<file path="config.mk">
export PLATFORM = sky130hd
export DESIGN_NAME = mmio_interconnect
export DESIGN_NICKNAME = d
export VERILOG_FILES = /design/src/rtl/mmio_interconnect.sv
export SDC_FILE = /design/constraint.sdc
export NUM_CORES = 1
export LEC_CHECK = 0
export ABC_CLOCK_PERIOD_IN_PS = 3200
export BUFFER_PORTS_ARGS = -buffer_cell sky130_fd_sc_hd__buf_2
export CAP_MARGIN = 5
export CORE_AREA = 4 4 117 119
export CTS_CLUSTER_SIZE = 25
export DETAILED_ROUTE_END_ITERATION = 6
export DIE_AREA = 0 0 121 123
export PLACE_DENSITY = 0.85
export SYNTH_ARGS = -nofsm -noshare
export SYNTH_HDL_FRONTEND = slang
export SYNTH_SLANG_ARGS = --single-unit
export TNS_END_PERCENT = 50
</file>
<file path="constraint.sdc">
create_clock -name clock -period 3.2 [get_ports clock]
set_input_delay 0.8 -clock clock [delete_from_list [all_inputs] [get_ports clock]]
set_output_delay 0.8 -clock clock [all_outputs]
set_load 0.01 [all_outputs]
</file>
<file path="src/rtl/mmio_interconnect.sv">
// Purpose: routes one master MMIO transaction at a time to the slave owning its 4-bit address region.
// Latency: hit = 2 cycles minimum (req edge -> ack edge -> m_ready); miss = 1 cycle; timeout = TIMEOUT+1.
// Backpressure: master holds m_req until the m_ready pulse; new requests are sampled only when idle.
module mmio_interconnect #(
  parameter int                    NUM_SLAVES = 4,
  parameter int                    REGION_LSB = 8,
  parameter logic [4*NUM_SLAVES-1:0] REGIONS  = {4'd9, 4'd8, 4'd1, 4'd0},
  parameter int                    TIMEOUT    = 16
) (
  input  logic                       clock,
  input  logic                       reset,
  input  logic                       m_req,
  input  logic                       m_we,
  input  logic [31:0]                m_addr,
  input  logic [31:0]                m_wd,
  output logic [31:0]                m_rd,
  output logic                       m_ready,
  output logic                       m_err,
  output logic                       busy,
  output logic [NUM_SLAVES-1:0]      s_req,
  output logic                       s_we,
  output logic [31:0]                s_addr,
  output logic [31:0]                s_wd,
  input  logic [NUM_SLAVES*32-1:0]   s_rd,
  input  logic [NUM_SLAVES-1:0]      s_ack,
  output logic [7:0]                 err_count
);

  localparam int            TW   = $clog2(TIMEOUT + 1);
  localparam logic [TW-1:0] TMAX = TW'(TIMEOUT - 1);

  typedef enum logic [1:0] {IDLE, WAIT, RESP} state_t;

  state_t                  state, state_nxt;
  logic [TW-1:0]           timer;
  logic [3:0]              field;
  logic                    dec_hit;
  logic [NUM_SLAVES-1:0]   dec_oh;
  logic                    sel_ack;
  logic [31:0]             rd_sel;
  logic                    start;
  logic                    ack_done;
  logic                    to_done;
  logic                    timer_inc;
  logic                    err_evt;

  assign field   = m_addr[REGION_LSB +: 4];
  assign sel_ack = |(s_ack & s_req);
  assign m_ready = (state == RESP);
  assign busy    = (state != IDLE);
  assign err_evt = (start && !dec_hit) || to_done;

  // Region decode; scanning from the top down lets the lowest matching index win.
  always_comb begin
    dec_hit = 1'b0;
    dec_oh  = '0;
    for (int i = NUM_SLAVES - 1; i >= 0; i--) begin
      if (REGIONS[4*i +: 4] == field) begin
        dec_hit = 1'b1;
        dec_oh  = NUM_SLAVES'(1) << i;
      end
    end
  end

  // Read-data mux driven by the one-hot request of the selected slave.
  always_comb begin
    rd_sel = '0;
    for (int i = 0; i < NUM_SLAVES; i++) begin
      rd_sel = rd_sel | (s_rd[32*i +: 32] & {32{s_req[i]}});
    end
  end

  // State register.
  always_ff @(posedge clock or negedge reset) begin
    if (!reset) state <= IDLE;
    else        state <= state_nxt;
  end

  // Next-state logic and per-cycle event strobes for the datapath.
  always_comb begin
    state_nxt = state;
    start     = 1'b0;
    ack_done  = 1'b0;
    to_done   = 1'b0;
    timer_inc = 1'b0;
    case (state)
      IDLE: begin
        if (m_req) begin
          start     = 1'b1;
          state_nxt = dec_hit ? WAIT : RESP;
        end
      end
      WAIT: begin
        // An ack in the last allowed cycle beats the timeout.
        if (sel_ack) begin
          ack_done  = 1'b1;
          state_nxt = RESP;
        end else if (timer == TMAX) begin
          to_done   = 1'b1;
          state_nxt = RESP;
        end else begin
          timer_inc = 1'b1;
        end
      end
      RESP:    state_nxt = IDLE;
      default: state_nxt = IDLE;
    endcase
  end

  // Datapath: latch the request, track the wait timer, capture the response and count errors.
  always_ff @(posedge clock or negedge reset) begin
    if (!reset) begin
      s_we      <= 1'b0;
      s_addr    <= '0;
      s_wd      <= '0;
      s_req     <= '0;
      timer     <= '0;
      m_rd      <= '0;
      m_err     <= 1'b0;
      err_count <= '0;
    end else begin
      if (start) begin
        s_we   <= m_we;
        s_addr <= m_addr;
        s_wd   <= m_wd;
        s_req  <= dec_oh;
        timer  <= '0;
      end
      if (timer_inc) timer <= timer + 1'b1;
      if (ack_done) begin
        m_rd  <= rd_sel;
        m_err <= 1'b0;
        s_req <= '0;
      end
      if (err_evt) begin
        m_rd  <= '0;
        m_err <= 1'b1;
        s_req <= '0;
        if (err_count != 8'hFF) err_count <= err_count + 8'd1;
      end
    end
  end

endmodule

</file>
==> impl_metrics.toml <==
[run_status]
status = "finished clean"

[power_and_ir_drop]
power_density_mw_per_mm2 = 825
total_leakage_power_uw = 0.00399
peakVddDrop_v = 0.000512
power.total_uw = 6180

[job]
maxCapViolCount = 0

[synth]
yosysWarnings = 0
async_flop_share_pct = 100
ys_seq_area_share_pct = 56.0
ys_top_cells_by_area = "dfrtp_1, nand2_1, a22oi_1"
ys_ff_latch = 117
syn_inst = 560
ys_types = 42
ys.flop_type = "dfrtp_1"
yosysTopAreaCell = "dfrtp_1"
synth_top_area_share_pct = 56.0
synth-edff-count = 0
synth.most_common_cell = "nand2_1"
avgSynthCellArea_um2 = 9.34
synth_area_mm2 = 0.00523
synth_fp_nets = 763
synth_commonest_cells = "nand2_1, dfrtp_1, a22oi_1, nor2_1, a311oi_1"

[place]
io_buffers = 311
routabilityCongestion = 0.813
hpwl_um = 13000

[layout]
drive_gt1_share_pct = 41.6
nNetsFinal = 1062
fillCellCount = 1102
area_delta_synth_final_pct = 43.0

[timing]
whs_ns = 0.426
period_share_pct = 74.2
slew_headroom_pct = 50.2
fin_crit_ns = 2.38
slew_violations = 0
fmax_ghz = 0.421
skew_ns = 0.00514
worst_pin_slew_ns = 0.747
hold_violations = 0
rsz0062_at_grt = "no"
setup_tns_ns = 0
setup_violations = 0

[clocking]
post-cts-setup-buffer-count = 0
cts_resized = 0
cts.sinks = 117
holdBufCountCts = 0
cts_buffers = 17
cts_tree = "done"
htree_levels = 4
worst_skew_pair.late_latency_ns = 0.41
clockBufferDepth = 2
cts-root-buf = "clkbuf_16"
path_clk_slew_ns = 0.05

[die]
dieArea_mm2 = 0.0149
core_mm2 = 0.0126
rows = 41
design.portCount = 312
floorplan.initialDensity_pct = 41.6
die_h_um = 123
die_w_um = 121

[setup_path]
cp_slowest_cell = "o32ai_4"
crit_top_cell = "ha_1"
timing.rr.start = "timer[0]$_DFFE_PN0P_"
r2r_slack_ns = 0.82
path_cells = "ha_1 -> and3_1 -> ha_1 -> nand3b_1 -> o32ai_4 -> buf_4 -> and4_1 -> nor2_1"
cp.required_ns = 3.50
crit_type = "reg -> reg"
worstReg2RegEnd = "err_count[2]$_DFFE_PN0P_"
cp_slowest_stage_delay_ns = 0.49
path_buf_inv = 1
critPathMaxFanout = 31
cp_top_family = "simple AND/OR/NAND/NOR gates"
worstRegToRegCells = 8
cp-start-kind = "flop"
critical_path_arrival_ns = 2.67
worstSetupEndpointType = "flop"

[grt]
grt_max_degree = 75
first_global_vias = 5180
gr-usage-all-layers_pct = 22.8
gr-total-overflow = 0
grt_pass1_wl_um = 26200
antenna_found_initial = 5

[routing]
wl_per_cell_um = 16.6
drtIter0Drc = 400
vias = 5363
dr.pass1.iters = 6
drt-vias-per-instance = 5.12
ant_nets = 0
drc = 0
drt-total-wl_um = 17400

[hold_path]
hold_path_class = "in -> async"
## flip-flops by register name (all words and copies together), names as in the netlist
register / cells
s_wd: 32
s_req: 4
err_count: 8
m_rd: 32
state: 2
timer: 5
s_addr: 32
m_err: 1
s_we: 1
## per-layer routing
layer	part of all wire, %	global-route usage (%)	wire length (um)
met3	8.3	7.46	1440
met1	39	25.9	6730
met2	51	40.1	8770
met4	2.3	8.57	408
met5	0.040	0	7
## worst max-delay path by stage
stage	startpoint	endpoint	slack [ns]	depth (start not counted)
6_report	timer[0]$_DFFE_PN0P_	err_count[2]$_DFFE_PN0P_	0.82	8
4_1_cts	timer[0]$_DFFE_PN0P_	err_count[2]$_DFFE_PN0P_	0.80	8
5_1_grt	timer[0]$_DFFE_PN0P_	err_count[2]$_DFFE_PN0P_	0.59	8
3_5_place_dp	s_ack[0]	err_count[2]$_DFFE_PN0P_	0.64	6
2_1_floorplan	s_ack[2]	timer[3]$_DFFE_PN0P_	1.03	4
3_3_place_gp	s_ack[0]	err_count[2]$_DFFE_PN0P_	0.63	6
## cells by family (layout without fill, tap and decap cells)
family / after synthesis / count (layout) / synth area share (%)
xor gates and xnor gates: 2 / 2 / 0.335
buffers and inverters: 46 / 357 / 3.75
DFF: 117 / 117 / 56.0
other: 0 / 4 / 0
adders and majority gates: 3 / 3 / 0.717
AOI/OAI and AO/OA: 117 / 117 / 17.5
and+or+nand+nor: 271 / 271 / 20.9
muxes: 4 / 4 / 0.837
## worst reg2reg max path, cell delays in order (launching register included)
cell and delay [ns]:
dfrtp_1 0.38, ha_1 0.19, and3_1 0.17, ha_1 0.19
nand3b_1 0.13, o32ai_4 0.49, buf_4 0.42, and4_1 0.25
nor2_1 0.05
## per-stage QoR
stage / instance area (um^2) / util, % / setup WS, ns / instances
final: 7480 / 59.5 / 0.824 / 1047
after global routing: 7480 / 59.5 / 0.592 / 1047
after CTS: 7470 / 59.5 / 0.803 / 1043
after detailed placement: 6940 / 55.2 / 0.637 / 1012
after global placement: 6940 / 55.2 / 0.631 / 1012
after floorplan: 5230 / - / 1.03 / 560
## cell type report
class	count	area, um^2	area share [%]
Sequential cell	117	2930	39.1
Inverter	3	11.3	0.150
Clock buffer	20	447	5.97
Tap cell	172	215	2.88
Clock inverter	11	86.3	1.15
Multi-Input combinational cell	397	2120	28.4
Antenna cell	4	10.0	0.134
Timing Repair Buffer	323	1660	22.2
## power by group
group,switching [uW],internal (uW)
Combinational,1260,852
Clock,626,1070
Sequential,338,2030
Total,2220,3950
## placed cells by master, fill, tap and decap left out, types with 3 or more instances in the layout
cell / netlist / routed
nand4_1: 3 / 3
nand3_1: 6 / 6
buf_2: 7 / 310
dfrtp_1: 117 / 117
clkbuf_16: 0 / 17
a22oi_1: 64 / 64
o21ai_0: 4 / 4
inv_1: 3 / 3
a21oi_1: 6 / 6
mux2_2: 3 / 3
buf_4: 0 / 12
a311oi_1: 32 / 32
nor2_1: 38 / 38
nand2_1: 206 / 206
clkinv_2: 0 / 8
ha_1: 3 / 3
diode_2: 0 / 4
No activity file was read; power rests on OpenSTA's default activity.
